## src/rtl/axi_lite_fifo_slave.sv

```systemverilog
// AXI4-Lite slave exposing a synchronous data FIFO as three registers.
//
//   addr[3:2] = 0 : DATA   - write pushes wdata, read pops the head
//   addr[3:2] = 1 : STATUS - [0] empty, [1] full, [16 +: CNT_W] count
//   addr[3:2] = 2 : CTRL   - write with wdata[0]=1 (and wstrb[0]) flushes
//   addr[3:2] = 3 : unmapped (DECERR)
//
// Ports: clk / rst_n (async, active low); AW, W, B channels for writes;
// AR, R channels for reads. The write and read paths are independent and
// each allows one outstanding transaction.
package axi_lite_pkg;
  typedef logic [31:0] addr_t;
  typedef logic [31:0] data_t;
  typedef logic [3:0]  strb_t;
  typedef logic [2:0]  prot_t;
  typedef logic [1:0]  resp_t;

  localparam resp_t RESP_OKAY   = 2'b00;
  localparam resp_t RESP_SLVERR = 2'b10;
  localparam resp_t RESP_DECERR = 2'b11;
endpackage

module axi_lite_fifo_slave
  import axi_lite_pkg::*;
#(
  parameter  int DEPTH = 16,
  localparam int CNT_W = $clog2(DEPTH) + 1
) (
  input  logic  clk,
  input  logic  rst_n,
  input  addr_t awaddr,
  input  prot_t awprot,
  input  logic  awvalid,
  output logic  awready,
  input  data_t wdata,
  input  strb_t wstrb,
  input  logic  wvalid,
  output logic  wready,
  output resp_t bresp,
  output logic  bvalid,
  input  logic  bready,
  input  addr_t araddr,
  input  prot_t arprot,
  input  logic  arvalid,
  output logic  arready,
  output data_t rdata,
  output resp_t rresp,
  output logic  rvalid,
  input  logic  rready
);

  localparam int PTR_W = $clog2(DEPTH);
  localparam logic [1:0] SEL_DATA   = 2'd0;
  localparam logic [1:0] SEL_STATUS = 2'd1;
  localparam logic [1:0] SEL_CTRL   = 2'd2;

  // holding registers
  logic       aw_held, w_held, ar_held;
  logic [1:0] aw_sel, ar_sel;
  data_t      w_data;
  strb_t      w_strb;

  // fifo state
  logic [PTR_W-1:0] wptr, rptr;
  logic [CNT_W-1:0] count;
  data_t            mem [DEPTH];

  logic  empty, full;
  logic  wr_exec, rd_exec;
  logic  do_push, do_pop, do_flush;
  data_t status;
  resp_t wr_resp, rd_resp;
  data_t rd_data;

  // Only addr[3:2] is decoded; the rest of the address and prot are don't-care.
  logic unused_ok;
  assign unused_ok = ^{awprot, arprot, awaddr[31:4], awaddr[1:0],
                       araddr[31:4], araddr[1:0]};

  assign awready = !aw_held && !bvalid;
  assign wready  = !w_held  && !bvalid;
  assign arready = !ar_held && !rvalid;

  assign empty = (count == '0);
  assign full  = (count == CNT_W'(DEPTH));

  assign wr_exec = aw_held && w_held;
  assign rd_exec = ar_held;

  // Full/empty come from the pre-edge state, so a same-edge pop never makes
  // room for a push (and vice versa).
  assign do_push  = wr_exec && (aw_sel == SEL_DATA) && (w_strb == 4'hF) && !full;
  assign do_pop   = rd_exec && (ar_sel == SEL_DATA) && !empty;
  assign do_flush = wr_exec && (aw_sel == SEL_CTRL) && w_data[0] && w_strb[0];

  always_comb begin
    status             = '0;
    status[0]          = empty;
    status[1]          = full;
    status[16 +: CNT_W] = count;
  end

  always_comb begin
    wr_resp = RESP_OKAY;
    case (aw_sel)
      SEL_DATA:   wr_resp = ((w_strb == 4'hF) && !full) ? RESP_OKAY : RESP_SLVERR;
      SEL_STATUS: wr_resp = RESP_SLVERR;
      SEL_CTRL:   wr_resp = RESP_OKAY;
      default:    wr_resp = RESP_DECERR;
    endcase
  end

  // Read of DATA samples the head before any same-edge flush clears pointers.
  always_comb begin
    rd_data = '0;
    rd_resp = RESP_OKAY;
    case (ar_sel)
      SEL_DATA: begin
        if (!empty) rd_data = mem[rptr];
        else        rd_resp = RESP_SLVERR;
      end
      SEL_STATUS: rd_data = status;
      SEL_CTRL:   rd_data = '0;
      default:    rd_resp = RESP_DECERR;
    endcase
  end

  // write path
  always_ff @(posedge clk or negedge rst_n) begin
    if (!rst_n) begin
      aw_held <= 1'b0;
      aw_sel  <= '0;
      w_held  <= 1'b0;
      w_data  <= '0;
      w_strb  <= '0;
      bvalid  <= 1'b0;
      bresp   <= RESP_OKAY;
    end else begin
      if (awvalid && awready) begin
        aw_held <= 1'b1;
        aw_sel  <= awaddr[3:2];
      end
      if (wvalid && wready) begin
        w_held <= 1'b1;
        w_data <= wdata;
        w_strb <= wstrb;
      end
      // readies are low while holding, so capture and execute never collide
      if (wr_exec) begin
        aw_held <= 1'b0;
        w_held  <= 1'b0;
        bvalid  <= 1'b1;
        bresp   <= wr_resp;
      end else if (bvalid && bready) begin
        bvalid <= 1'b0;
      end
    end
  end

  // read path
  always_ff @(posedge clk or negedge rst_n) begin
    if (!rst_n) begin
      ar_held <= 1'b0;
      ar_sel  <= '0;
      rvalid  <= 1'b0;
      rdata   <= '0;
      rresp   <= RESP_OKAY;
    end else begin
      if (arvalid && arready) begin
        ar_held <= 1'b1;
        ar_sel  <= araddr[3:2];
      end
      if (rd_exec) begin
        ar_held <= 1'b0;
        rvalid  <= 1'b1;
        rdata   <= rd_data;
        rresp   <= rd_resp;
      end else if (rvalid && rready) begin
        rvalid <= 1'b0;
      end
    end
  end

  // pointers and occupancy
  always_ff @(posedge clk or negedge rst_n) begin
    if (!rst_n) begin
      wptr  <= '0;
      rptr  <= '0;
      count <= '0;
    end else if (do_flush) begin
      wptr  <= '0;
      rptr  <= '0;
      count <= '0;
    end else begin
      if (do_push) wptr <= wptr + PTR_W'(1);
      if (do_pop)  rptr <= rptr + PTR_W'(1);
      count <= count + CNT_W'(do_push) - CNT_W'(do_pop);
    end
  end

  // storage is not reset
  always_ff @(posedge clk) begin
    if (do_push) mem[wptr] <= w_data;
  end

endmodule

```

## config.mk

```make
export PLATFORM = sky130hd
export DESIGN_NAME = axi_lite_fifo_slave
export DESIGN_NICKNAME = d
export VERILOG_FILES = /design/src/rtl/axi_lite_fifo_slave.sv
export SDC_FILE = /design/constraint.sdc
export NUM_CORES = 1
export LEC_CHECK = 0
export BUFFER_PORTS_ARGS = -buffer_cell sky130_fd_sc_hd__buf_2
export CAP_MARGIN = 10
export CORE_MARGIN = 5
export CORE_UTILIZATION = 40
export CTS_BUF_LIST = sky130_fd_sc_hd__clkbuf_4 sky130_fd_sc_hd__clkbuf_8 sky130_fd_sc_hd__clkbuf_16
export CTS_CLUSTER_SIZE = 12
export DETAILED_ROUTE_END_ITERATION = 7
export GPL_TIMING_DRIVEN = 0
export PLACE_DENSITY = 0.65
export SYNTH_ARGS = -nofsm -noshare
export SYNTH_HDL_FRONTEND = slang
export SYNTH_SLANG_ARGS = --single-unit
```

## constraint.sdc

```tcl
create_clock -name clk -period 5.25 [get_ports clk]
set_input_delay 0.7875 -clock clk [delete_from_list [all_inputs] [get_ports clk]]
set_output_delay 0.7875 -clock clk [all_outputs]
set_load 0.005 [all_outputs]
```

==> impl_metrics.yaml <==
sta:
  fin_crit_ns: 4.118
  hold_viol_final: 0
  finalSetupViolations: 0
  fin_ws_ns: 1.132
  holdWs_ns: 0.1407
  drv_slew: 0
  finClkSkew_ns: 0.01262
  tightest_slew_ns: 0.9930
  max_clock_freq_ghz: 0.2429
  rsz0062_at_grt: "no"
  finalCritPeriodShare_pct: 78.43
  slew_headroom_pct: 33.80
cts:
  clock-sinks: 606
  cts_buffers: 61
  hold_buffers: 0
  cts_resized: 0
  cts_setup_buffers: 0
  cts_tree: "yes"
  clockBufferDepth: 3
  clock_latency_ns: 0.61
  clk_pin_slew_ns: 0.06
  root_buffer: "clkbuf_16"
  htree_levels: 2
place:
  dp_slack_ns: 1.139
  placed_area_sq_um: 25050
  numPortBuffers: 87
  placed_cells_incl_taps: 1999
  gp_congestion: 0.7620
  dpl.hpwl_mm: 33.99
yosys:
  synth_cells: 1111
  synth_seq_cells: 606
  ys_types: 43
  yosysWarnings: 0
  synth_area_leaders: "edfxtp_1, mux4_2, dfrtp_1"
  synthArstFlopShare_pct: 15.51
  synth_top_area_share_pct: 66.45
  netlist_area_sq_um: 23140
  yosysSeqAreaShare_pct: 76.61
  synth_nets: 1236
  yosys_most_used_dff: "edfxtp_1"
  yosysMostFrequentCell: "edfxtp_1"
  synthTopCellsByCount: "edfxtp_1, mux4_2, dfrtp_1"
  synth_edf_count: 512
  synth_top_cell_by_area: "edfxtp_1"
  synth.avg_cell_area_sq_um: 20.83
worst_setup_path:
  crit_path_max_fanout: 10
  critPathArrivalTime_ns: 4.58
  critPathKind: "flip-flop to flip-flop"
  worst_setup_path_start_kind: "flip-flop"
  required_ns: 5.72
  critPathCaptureType: "flip-flop"
pwr:
  ir_worst_vdd_v: 0.0002650
  p_leak_nw: 9.368
  power.internal_mw: 10.09
  sw_frac_of_total_pct: 28.52
  seq_power_share_pct: 48.8
  p_per_area_nw_per_um2: 523.1
  comb_power_share_pct: 21.9
  power_switching_mw: 4.027
  clockPowerShare_pct: 29.3
routing:
  antenna_left: 0
  viasPerCell: 5.390
  drt_iter0_markers: 939
  wl_per_cell_um: 24.58
  first_pass_iters: 5
  wirelength_mm: 51.96
  drcViolationCount: 0
  vias: 11400
die:
  core.rowCount: 88
  die_w_um: 250.5
  dieArea_sq_um: 62760
  boundaryPins: 154
  die_h_um: 250.5
  initial_core_util_pct: 40.26
  coreArea_sq_um: 57480
layout:
  syn2layout_area_growth_pct: 16.63
  drive_gt1_share_pct: 32.39
  final_area_sq_um: 26990
  utilization_pct: 46.95
  num_antenna_cells: 0
  num-fill-cells: 4821
  stdcell_count: 2114
  nets: 1422
grt:
  grt_use_total_pct: 16.51
  grt_pass1_vias: 12090
  antenna_found_initial: 0
  grt_max_degree: 62
  grt_overflow: 0
  grt_first_pass_wirelength_mm: 77.97
flow_run:
  max_cap_viol_count: 0
outcome:
  status: "complete, no violations"
hold_path:
  hold_path_class: "input pin to asynchronous set/reset pin"
-- worst paths after layout --
path	endpoint	slack, ns	from	depth (start not counted)
max in group asynchronous	rdata[30]	4.36	rst_n	2
max	count[4]	1.13	count[3]	16
min in group clk	rvalid	0.37	rready	2
min	w_data[18]	0.14	rst_n	1
max reg2reg	count[4]	1.13	count[3]	16
min reg2reg	rdata[22]	0.47	rdata[22]	1
-- state kept, by name, summed over array words and instances, names as in the netlist --
| name | count |
|---|---|
| w_data | 32 |
| aw_held | 1 |
| rvalid | 1 |
| ar_held | 1 |
| bvalid | 1 |
| mem | 512 |
| rdata | 32 |
| rresp | 2 |
| bresp | 2 |
| rptr | 4 |
| w_strb | 4 |
| ar_sel | 2 |
| w_held | 1 |
| aw_sel | 2 |
| wptr | 4 |
| count | 5 |
-- layout make-up --
cell class | count | area [sq um] | area share (%)
sequential | 606 | 17730 | 65.69
inverter | 21 | 78.83 | 0.2921
timing repair buffer | 123 | 889.6 | 3.296
multi-input combinational | 422 | 5081 | 18.83
tap | 765 | 957.2 | 3.547
clock buffer | 98 | 1834 | 6.797
buffer | 62 | 316.6 | 1.173
clock inverter | 17 | 102.6 | 0.3802
-- per-layer routing --
metal | GRT usage, % | wire length, um
met1 | 22.03 | 21630
met5 | 0 | 0
met3 | 2.637 | 2581
met4 | 5.271 | 1608
met2 | 28.07 | 26140
-- power by group through the flow --
| stage | clock (mW) | sequential, mW | combinational, mW |
|---|---|---|---|
| 2_1_floorplan | 0 | 6.73 | 2.18 |
| 3_3_place_gp | 0 | 6.92 | 3.09 |
| 3_5_place_dp | 0 | 6.99 | 3.16 |
| 4_1_cts | 4.21 | 6.89 | 3.17 |
| 5_1_grt | 4.42 | 6.99 | 3.37 |
| 6_report | 4.14 | 6.89 | 3.10 |
-- critical path: stages (launching register included) --
cell and delay (ns):
dfrtp_1 0.43, inv_1 0.11, ha_1 0.18, or4b_1 0.44, buf_2 0.19, nand3_2 0.25, clkbuf_1 0.67, inv_1 0.20
ha_1 0.32, inv_1 0.06, ha_1 0.15, inv_1 0.06, fa_1 0.42, nor2b_1 0.17, o21bai_1 0.09, a21oi_1 0.15
nor3b_1 0.06
-- cells by family after synthesis --
logic type | after synthesis | synth area share [%]
buffers and inverters | 83 | 1.709
XOR/XNOR | 6 | 0.2271
multiplexers | 172 | 14.37
flip-flops | 606 | 76.61
adder cells (fa/ha/maj) | 12 | 0.6813
AO/OA/AOI/OAI | 151 | 4.456
AND/OR/NAND/NOR | 81 | 1.947
-- cell usage in the layout, fill, tap and decap left out, types with 4 or more instances in the layout --
cell and instances:
a22oi_1 60, buf_2 102, dfrtp_1 94, and2_2 8, buf_6 9, edfxtp_1 512, clkinv_1 10, a221o_1 5
a21oi_1 40, xor2_1 4, clkbuf_16 62, clkbuf_4 34, and3_1 4, nand2_1 9, o21ai_0 9, buf_12 12
mux2i_1 7, nor2b_1 8, nor3_1 4, inv_1 21, ha_1 11, buf_4 26, nand3_1 4, clkbuf_1 34
mux2_2 41, nor2_4 4, nor2_1 17, clkinv_2 4, mux4_2 124, a21o_1 27, nor4_2 4
-- metrics by stage --
stage,setup TNS [ns],power [mW]
6_report,0,14.12
2_1_floorplan,0,8.911
3_5_place_dp,0,10.15
5_1_grt,0,14.79
3_3_place_gp,-415.34,10.01
4_1_cts,0,14.27
Note: power is estimated with default switching activity, not from simulation.
